`config.mk`:
```
export PLATFORM = sky130hd
export DESIGN_NAME = dqs_burst_sequencer
export DESIGN_NICKNAME = d
export VERILOG_FILES = /design/src/rtl/dqs_seq_pkg.sv /design/src/rtl/dqs_lane_out.sv /design/src/rtl/dqs_burst_sequencer.sv
export SDC_FILE = /design/constraint.sdc
export NUM_CORES = 1
export LEC_CHECK = 0
export CORE_UTILIZATION = 40
export CTS_CLUSTER_DIAMETER = 120
export DETAILED_ROUTE_END_ITERATION = 10
export PLACE_DENSITY = 0.73
export SLEW_MARGIN = 20
export SYNTH_ARGS = -nofsm -noshare
export SYNTH_HDL_FRONTEND = slang
export SYNTH_HIERARCHICAL = 1
export SYNTH_SLANG_ARGS = --single-unit
```
`constraint.sdc`:
```
create_clock -name i_clk -period 7.2 [get_ports i_clk]
set_input_delay 1.8 -clock i_clk [delete_from_list [all_inputs] [get_ports i_clk]]
set_output_delay 1.8 -clock i_clk [all_outputs]
set_load 0.1 [all_outputs]
```
`src/rtl/dqs_seq_pkg.sv`:
```
// dqs_seq_pkg: shared state encoding and widths for the DQS burst sequencer.
package dqs_seq_pkg;
  typedef enum logic [2:0] {
    IDLE      = 3'd0,
    PRE       = 3'd1,
    BURST     = 3'd2,
    POST      = 3'd3,
    WL_IDLE   = 3'd4,
    WL_STROBE = 3'd5
  } state_e;
  localparam int PRE_W       = 3;
  localparam int BURST_CNT_W = 16;
endpackage

```
`src/rtl/dqs_lane_out.sv`:
```
// dqs_lane_out: per-lane registered DQS word and output enable, gated by the lane mask.
module dqs_lane_out #(
  parameter int SER_W = 8
) (
  input  logic             i_clk,
  input  logic             i_rst,
  input  logic [SER_W-1:0] word_i,
  input  logic             en_i,
  input  logic             mask_i,
  output logic [SER_W-1:0] word_o,
  output logic             oe_o
);
  logic [SER_W-1:0] word_q;
  logic             oe_q;
  always_ff @(posedge i_clk or posedge i_rst) begin
    if (i_rst) begin
      word_q <= '0;
      oe_q   <= 1'b0;
    end else begin
      word_q <= word_i & {SER_W{mask_i}};
      oe_q   <= mask_i & en_i;
    end
  end
  assign word_o = word_q;
  assign oe_o   = oe_q;
endmodule

```
`src/rtl/dqs_burst_sequencer.sv`:
```
// dqs_burst_sequencer: DQS preamble/toggle/postamble sequencer with seamless bursts and write levelling.
// Define DQS_BURST_CNT_EN to add the o_burst_cnt completed-burst counter.
module dqs_burst_sequencer
  import dqs_seq_pkg::*;
#(
  parameter int SER_W     = 8,
  parameter int NUM_LANES = 2,
  parameter int LEN_W     = 6
) (
  input  logic                       i_clk,
  input  logic                       i_rst,
  input  logic                       i_wr_valid,
  output logic                       o_wr_ready,
  input  logic [LEN_W-1:0]           i_wr_len,
  input  logic [2:0]                 i_pre_cyc,
  input  logic [2:0]                 i_post_cyc,
  input  logic [SER_W-1:0]           i_preamble,
  input  logic [SER_W-1:0]           i_postamble,
  input  logic [SER_W-1:0]           i_toggle_pat,
  input  logic                       i_wl_en,
  input  logic                       i_wl_strobe_req,
  input  logic [SER_W-1:0]           i_wl_strobe,
  input  logic [NUM_LANES-1:0]       i_lane_mask,
  output logic [NUM_LANES*SER_W-1:0] o_tx_dqs_sdr,
  output logic [NUM_LANES-1:0]       o_dqs_oe,
  output logic                       o_busy,
  output logic [2:0]                 o_state
`ifdef DQS_BURST_CNT_EN
  ,
  output logic [BURST_CNT_W-1:0]     o_burst_cnt
`endif
);
  state_e           state_q, state_d;
  logic [LEN_W-1:0] len_cnt_q, len_cnt_d;
  logic [PRE_W-1:0] ph_cnt_q, ph_cnt_d;
  logic [PRE_W-1:0] post_q, post_d;
  logic [SER_W-1:0] word_sel;
  logic             oe_en, last_burst, accept;
  assign last_burst = (state_q == BURST) && (len_cnt_q == '0);
  assign o_wr_ready = !i_rst && (((state_q == IDLE) && !i_wl_en) || last_burst);
  assign accept     = i_wr_valid && o_wr_ready;
  assign o_busy     = state_q != IDLE;
  assign o_state    = state_q;
  always_ff @(posedge i_clk or posedge i_rst) begin
    if (i_rst) begin
      state_q   <= IDLE;
      len_cnt_q <= '0;
      ph_cnt_q  <= '0;
      post_q    <= '0;
    end else begin
      state_q   <= state_d;
      len_cnt_q <= len_cnt_d;
      ph_cnt_q  <= ph_cnt_d;
      post_q    <= post_d;
    end
  end
  always_comb begin
    state_d = state_q;
    case (state_q)
      IDLE:      state_d = i_wl_en ? WL_IDLE : accept ? ((i_pre_cyc != '0) ? PRE : BURST) : IDLE;
      PRE:       state_d = (ph_cnt_q == '0) ? BURST : PRE;
      BURST:     state_d = (!last_burst || accept) ? BURST : (post_q != '0) ? POST : IDLE;
      POST:      state_d = (ph_cnt_q == '0) ? IDLE : POST;
      WL_IDLE:   state_d = !i_wl_en ? IDLE : i_wl_strobe_req ? WL_STROBE : WL_IDLE;
      WL_STROBE: state_d = WL_IDLE;
      default:   state_d = IDLE;
    endcase
  end
  // len_cnt holds the latched length through PRE and counts down to 0 on the last BURST cycle
  always_comb begin
    post_d    = accept ? i_post_cyc : post_q;
    len_cnt_d = accept ? i_wr_len
              : ((state_q == BURST) && (len_cnt_q != '0)) ? len_cnt_q - 1'b1 : len_cnt_q;
    ph_cnt_d  = (accept && (state_q == IDLE)) ? ((i_pre_cyc != '0) ? i_pre_cyc - 1'b1 : '0)
              : ((state_q == BURST) && (state_d == POST)) ? post_q - 1'b1
              : (((state_q == PRE) || (state_q == POST)) && (ph_cnt_q != '0)) ? ph_cnt_q - 1'b1
              : ph_cnt_q;
  end
  always_comb begin
    word_sel = (state_d == PRE)       ? i_preamble
             : (state_d == BURST)     ? i_toggle_pat
             : (state_d == POST)      ? i_postamble
             : (state_d == WL_STROBE) ? i_wl_strobe : '0;
    oe_en    = state_d != IDLE;
  end
  for (genvar k = 0; k < NUM_LANES; k++) begin : g_lane
    dqs_lane_out #(.SER_W(SER_W)) u_lane (
      .i_clk  (i_clk),
      .i_rst  (i_rst),
      .word_i (word_sel),
      .en_i   (oe_en),
      .mask_i (i_lane_mask[k]),
      .word_o (o_tx_dqs_sdr[k*SER_W +: SER_W]),
      .oe_o   (o_dqs_oe[k])
    );
  end
`ifdef DQS_BURST_CNT_EN
  logic [BURST_CNT_W-1:0] burst_cnt_q;
  always_ff @(posedge i_clk or posedge i_rst) begin
    if (i_rst) burst_cnt_q <= '0;
    else if (last_burst) burst_cnt_q <= burst_cnt_q + 1'b1;
  end
  assign o_burst_cnt = burst_cnt_q;
`endif
endmodule
```
* After elaboration in Yosys (flattened, before gate mapping) *
Cells that the tools add are included.

word-level totals
  output and inout bits = 23
  input bits = 51
  register bits after elaboration = 33
  logic and storage cells = 70

cells by class
  mux-type cells = 20
  equal/unequal tests = 9
  $add $sub $neg = 4
  reduce and logical (&&, ||, !) cells = 25
  bitwise logic cells = 4

operators with widths
  kind                                                                    number
  8-bit two-way mux                                                       4
  3-bit two-way mux                                                       6
  3-bit one-hot mux with 6 select lines                                   1
  3-bit nonzero test                                                      6
  8-bit bitwise AND                                                       2
  3-bit by 2-bit equality test with 1-bit output (second input constant)  4
  2-bit two-way mux                                                       6
  6-bit two-way mux                                                       2
  3-bit equality test (second input constant)                             3
  3-bit by 1-bit subtractor with 3-bit output (second input constant)     3
  1-bit logical AND                                                       8
  3-bit by 1-bit equality test with 1-bit output (second input constant)  2
  3-bit zero test                                                         2
  6-bit zero test                                                         1
  6-bit nonzero test                                                      1
  6-bit by 1-bit subtractor with 6-bit output (second input constant)     1
  1-bit zero test                                                         3
  1-bit logical OR                                                        3
  1-bit bitwise AND                                                       2
  2-bit nonzero test                                                      1
  1-bit two-way mux                                                       1

* Longest topological paths before layout *
Gate-level depths: netlist of run 1.

  depth in word-level cells = 14
  mapped depth = 10
  mapped depth without buffers = 10

* Hierarchy *
Netlist of run 1, hierarchy kept.

by module, submodules not included
  module               instances  sequential area each (um^2)  cells each  area each (um^2)
  dqs_burst_sequencer  1          375.4                        144         1181.1
  dqs_lane_out         2          225.2                        19          285.3

* Worst setup path before layout of run 1 *
No wires, ideal clock.

  path type = reg-to-output
  start point = reg state_q[0], in the netlist o_state[0]
  end point = out o_wr_ready
  arrival = 3.302 ns
  cell stages (with the launch flop) = 5
  data required time = 5.400 ns
  path slack = 2.098 ns
  path buffers = 0
  path through = dfrtp_1 or3_1 nor2_1 a21oi_1 nor2_1

on the way
  longest elaborated chain between the ends = 4

RTL lines
  what                                                                               RTL line                                              source
  start, declared                                                                    dqs_burst_sequencer.sv:33                             state_e state_q, state_d;
  start signal, assigned                                                             dqs_burst_sequencer.sv:51                             state_q <= state_d;
  3-bit by 2-bit equality test with 1-bit output or 3-bit zero test (tied branches)  dqs_burst_sequencer.sv:39, dqs_burst_sequencer.sv:40
  1-bit logical AND, on equally long branches                                        dqs_burst_sequencer.sv:39, dqs_burst_sequencer.sv:40
  1-bit logical OR *                                                                 dqs_burst_sequencer.sv:40                             assign o_wr_ready = !i_rst && (((state_q == IDLE) && !i_wl_en) || last_burst);
  1-bit logical AND *                                                                dqs_burst_sequencer.sv:40
  end, declared                                                                      dqs_burst_sequencer.sv:13                             output logic o_wr_ready,

Mark *: on every way between the ends. The rest lies on a longest branch, timed or not.

* Final worst setup path of run 1 *
  start point = in i_wl_en
  end point = out o_wr_ready

on the way
  longest elaborated chain between the ends = 4

RTL lines
  what               RTL line                   source
  start, declared    dqs_burst_sequencer.sv:20  input logic i_wl_en,
  1-bit zero test    --
  1-bit logical AND  dqs_burst_sequencer.sv:40
  1-bit logical OR   dqs_burst_sequencer.sv:40
  1-bit logical AND  dqs_burst_sequencer.sv:40

No other way between the ends.

==> results.cfg, run 1 <==
[run]
drv_cap = 0

[sta]
slew_viol_final = 0
setup_tns_ns = 0
grt_setup_unrepaired = no
fmax_mhz = 179
finalCritPeriodShare = 0.778
fin_crit_ns = 5.60
setup_viol = 0
tightest_slew_ns = 0.991
max_slew_margin = 0.337
fin_skew_ns = 0.00694
hold_viol = 0

[route]
wl_mm = 4.26
first_iter_violations = 104
first_pass_iters = 5
wl_per_cell_um = 13.8
ant_nets = 0
drcViolationCount = 0
vias = 1560
routed_via_density = 5.03

[worst_setup_path]
slowest_stage = clkdlybuf4s50_1
slowest_delay_ns = 1.14
setup.worst_path.start_class = input port
path_max_fanout = 4
path_cells = clkdlybuf4s50_1, nor2_1, a21oi_1, nor2_1, clkdlybuf4s50_1
cp-end-kind = output pin
arrival_ns = 3.80
path_class = in -> out
regToRegSetupSlack_ns = 4.41
critPathRequiredTime_ns = 5.40

[power_and_ir_drop]
leakagePower_nw = 1.14
power.clock.fraction = 0.146
switching_share = 0.513
switchingPower_uw = 617
p_seq_frac = 0.257
combPwrFrac = 0.596
peakVddDrop_mv = 0.220
p_int_uw = 587
power_density_nw_per_um2 = 454

[global_route]
antenna_found_initial = 0
grt_first_pass_wirelength_mm = 6.74
grt-ovfl-total = 0
grt_pass1_vias = 1438
globalRouteTotalUtil = 0.201
grt_max_degree = 17

[cts]
cts_setup_buffers = 0
cts.sinks = 33
cts.clk_slew.worst_paths_ns = 0.06
clockBufferDepth = 2
ctsHoldBuffers = 0
cts_tree = built
cts-root-buf = clkbuf_8
cts-buffers-inserted = 5
clock_latency_ns = 0.28
cts-htree-levels = 2
post_cts_resized = 0

[synthesis]
netlist_area_um2 = 1750
synth_fp_nets = 238
synth.most_common_cell = dfrtp_1
synth_top_flop_cell = dfrtp_1
avgSynthCellArea_um2 = 9.62
synth_area_leaders = dfrtp_1, and2_1, nand2_1
synthArstFlopShare = 1.00
synthAdderAreaFrac = 0.0357
synth_mux_area_frac = 0.0421
ys.warnings.count = 6
synth_seq_cells = 33
synth_edf_count = 0
synth_xor_area_frac = 0.0300
synth_compound_area_frac = 0.133
yosysSeqAreaShare = 0.471
netlist_instances = 182
synth_top_area_frac = 0.471
synth_top_family_by_area = simple AND/OR/NAND/NOR gates
synthSimpleGateAreaFrac = 0.256
ys_top_cells_by_count = dfrtp_1, nand2_1, and2_1
yosys.cell_types.count = 38
yosysTopAreaCell = dfrtp_1

[die]
std_cell_rows = 23
die-area_um2 = 4650
die_y_um = 68.2
die_w_um = 68.2
start_util = 0.426
io_pins = 74
core_area_um2 = 4120

[cells_and_area]
drive_gt1_frac = 0.0577
nFillCells = 351
multiInputGateArea_um2 = 870
area_growth_pct = 51.5
nets = 315
antenna_cells = 0
fin_area_um2 = 2650
seq_area_um2 = 826

[place]
port_buffers = 73
placed_area_um2 = 2540
place_congestion = 0.776
dp_hpwl_mm = 3.37

[worst_hold_path]
hp-class = reg -> reg

[run_status]
status = finished clean
power groups by stage:
stage,Combinational (mW),Sequential [mW],Clock (mW)
4_1_cts,0.722,0.311,0.180
5_1_grt,0.761,0.320,0.187
3_5_place_dp,0.718,0.314,0
3_3_place_gp,0.712,0.312,0
6_report,0.718,0.310,0.176
2_1_floorplan,0.245,0.602,0
flip-flops by register name (all words and copies together), names as in the netlist:
register and count:
g_lane.u_lane/word_o 16, o_state 3, ph_cnt_q 3, post_q 3, len_cnt_q 6, g_lane.u_lane/oe_o 2
through the flow:
stage                util  total power, mW  cells  worst slack, ns  hold WS, ns
floorplan               -            0.847    182             2.10        0.470
global placement    0.617             1.02    302             1.62        0.495
detailed placement  0.617             1.03    302             1.61        0.501
CTS                 0.645             1.21    310             1.61        0.519
global route        0.645             1.27    310             1.46        0.546
finish              0.645             1.20    310             1.60        0.514
area by class of cell:
class,instances,area share
Multi-Input combinational cell,134,0.328
Sequential cell,33,0.311
Timing Repair Buffer,74,0.278
Clock buffer,7,0.0325
Tap cell,50,0.0236
Inverter,11,0.0156
Clock inverter,1,0.0113
path summary, 6_finish.rpt:
path	startpoint	end	cells after the start
min in group asynchronous	i_rst	g_lane[1].u_lane/oe_o	2
max	i_wl_en	o_wr_ready	5
min	len_cnt_q[5]	len_cnt_q[5]	1
max reg2reg	len_cnt_q[2]	g_lane[0].u_lane/word_o[6]	7
min reg2reg	len_cnt_q[5]	len_cnt_q[5]	1
max in group asynchronous	i_rst	ph_cnt_q[0]	2
worst max-delay path, delay by kind of cell:
kind / cells / cell delay [ns]
simple gates: 2 / 0.29
compound gates: 1 / 0.08
buf+inv: 2 / 1.63
cells by family (layout without fill, tap and decap cells):
| kind of cell | count (synthesis) | in the layout |
|---|---|---|
| AND/OR/NAND/NOR | 81 | 81 |
| AO/OA/AOI/OAI | 35 | 35 |
| buffers and inverters | 15 | 93 |
| multiplexers | 7 | 7 |
| adder cells (fa/ha/maj) | 5 | 5 |
| XOR/XNOR | 6 | 6 |
| flip-flops | 33 | 33 |
metal layers:
| layer | wire (um) | track usage | vias up |
|---|---|---|---|
| met5 | 0 | 0 | - |
| met4 | 69 | 0.0859 | 0 |
| met3 | 163 | 0.0400 | 7 |
| met2 | 2020 | 0.300 | 47 |
| met1 | 2010 | 0.281 | 723 |
| li1 | - | - | 783 |
cell usage in the layout (no fill, tap or decap), types with 2 or more instances in the layout:
cell,count
nand2_1,21
nor2_1,10
inv_1,11
xor2_1,4
nand3_1,4
a21oi_1,12
xnor2_1,2
a221oi_1,8
o31ai_1,2
ha_1,5
or3_1,3
mux2i_1,4
clkdlybuf4s50_1,73
clkbuf_8,6
o21ai_0,4
mux2_2,3
dfrtp_1,33
nor3_1,3
nand2b_1,2
nor2b_1,12
and2_1,18
Power figures use the tool's default switching activity.
==> run 2: changes to the inputs <==
==> constraint.sdc (replaced) <==
create_clock -name i_clk -period 5.35 [get_ports i_clk]
set_input_delay 1.3375 -clock i_clk [delete_from_list [all_inputs] [get_ports i_clk]]
set_output_delay 1.3375 -clock i_clk [all_outputs]
set_load 0.1 [all_outputs]
==> results.cfg, run 2 (synthesis results as in run 1) <==
[place]
dp_hpwl_mm = 3.42
place_congestion = 0.775
port_buffers = 73

[route]
first_iter_violations = 73
routed_via_density = 5.01
first_pass_iters = 4
wl_mm = 4.38
ant_nets = 0
wl_per_cell_um = 14.1
drcViolationCount = 0
vias = 1552

[sta]
fin_crit_ns = 3.89
fmax_mhz = 257
slew_viol_final = 0
finalCritPeriodShare = 0.728
setup_viol = 0
setup_tns_ns = 0
hold_viol = 0
fin_skew_ns = 0.00286
max_slew_margin = 0.323
tightest_slew_ns = 1.02
fin_hold_ws_ns = 0.505
grt_setup_unrepaired = no

[die]
io_pins = 74
std_cell_rows = 23
die_w_um = 68.2
start_util = 0.426
die-area_um2 = 4650
die_y_um = 68.2
core_area_um2 = 4120

[worst_setup_path]
startpoint = i_wl_en
critPathRequiredTime_ns = 4.01
path_class = in -> out
path_max_fanout = 4
cp-end-kind = output pin
setup.worst_path.start_class = input port
regToRegStartpoint = len_cnt_q[2]
arrival_ns = 2.56

[cts]
ctsHoldBuffers = 0
clock_latency_ns = 0.28
clockBufferDepth = 2
cts.clk_slew.worst_paths_ns = 0.07
cts_setup_buffers = 0
cts_tree = built
cts-root-buf = clkbuf_8
cts-htree-levels = 2
cts.sinks = 33
post_cts_resized = 0
cts-buffers-inserted = 5

[run_status]
status = finished clean

[power_and_ir_drop]
leakagePower_nw = 1.13
power_density_nw_per_um2 = 596
peakVddDrop_mv = 0.323

[global_route]
grt-ovfl-total = 0
globalRouteTotalUtil = 0.210
grt_first_pass_wirelength_mm = 7.09
grt_pass1_vias = 1523
grt_max_degree = 17
antenna_found_initial = 0

[cells_and_area]
area_growth_pct = 49.6
nets = 315
largest_register_ff_count = 16
antenna_cells = 0
final_cell_mix = clkdlybuf4s50_1, dfrtp_1, nand2_1
nFillCells = 362
mostFrequentLayoutCell = clkdlybuf4s50_1
drive_gt1_frac = 0.0654

[run]
drv_cap = 0

[worst_hold_path]
hp-start = len_cnt_q[5]
hp-class = reg -> reg
[run 2: changes by cell type in the layout (fill, tap and decap cells not counted), sizes merged]
cell           before  now
clkdlybuf4s50      73   72
clkinvlp            0    1
bufinv              1    0
clkinv              0    2
clkbuf              7    5
buf                 1    2
[run 2: where the power goes]
group	leakage (nW)	switching, mW	internal, mW
Sequential	0.428	0.0684	0.349
Clock	0.0439	0.0900	0.0896
Combinational	0.658	0.676	0.289
Total	1.13	0.834	0.728
[run 2: stage by stage]
step / area, um^2 / power (mW) / cells / utilization / worst slack (ns)
finish: 2620 / 1.56 / 310 / 0.637 / 1.46
global route: 2620 / 1.66 / 310 / 0.637 / 1.40
CTS: 2620 / 1.57 / 310 / 0.637 / 1.48
detailed placement: 2530 / 1.38 / 302 / 0.616 / 1.48
global placement: 2530 / 1.38 / 302 / 0.616 / 1.50
floorplan: 1750 / 1.14 / 182 / - / 0.711
[run 2: critical path: stages]
cell and delay (ns):
clkdlybuf4s50_1 0.49, nor2_1 0.18, a21oi_1 0.07, nor2_1 0.16, buf_4 0.32
[run 2: final timing paths]
check	end	slack, ns	cells after the start
max in group asynchronous	o_state[2]	3.42	2
max	o_wr_ready	1.46	5
min reg2reg	len_cnt_q[5]	0.51	1
max reg2reg	g_lane[0].u_lane/word_o[2]	2.63	7
min in group asynchronous	g_lane[0].u_lane/word_o[1]	1.45	2
min	len_cnt_q[5]	0.51	1
[run 2: layer usage]
metal / share of wire / wire (um) / GRT usage / vias to the layer above
met4: 0.027 / 118 / 0.0859 / 0
met2: 0.45 / 1950 / 0.315 / 46
met5: 0 / 0 / 0 / -
met1: 0.49 / 2130 / 0.287 / 716
met3: 0.040 / 177 / 0.0500 / 10
li1: - / - / - / 780
[run 2: final cells by class]
cell class                 instances  area [um^2]  area share
inverter                          11         41.3      0.0158
sequential                        33          826       0.315
clock buffer                       5         68.8      0.0263
multi-input combinational        134          870       0.332
tap                               50         62.6      0.0239
clock inverter                     3         17.5     0.00668
timing repair buffer              74          736       0.281
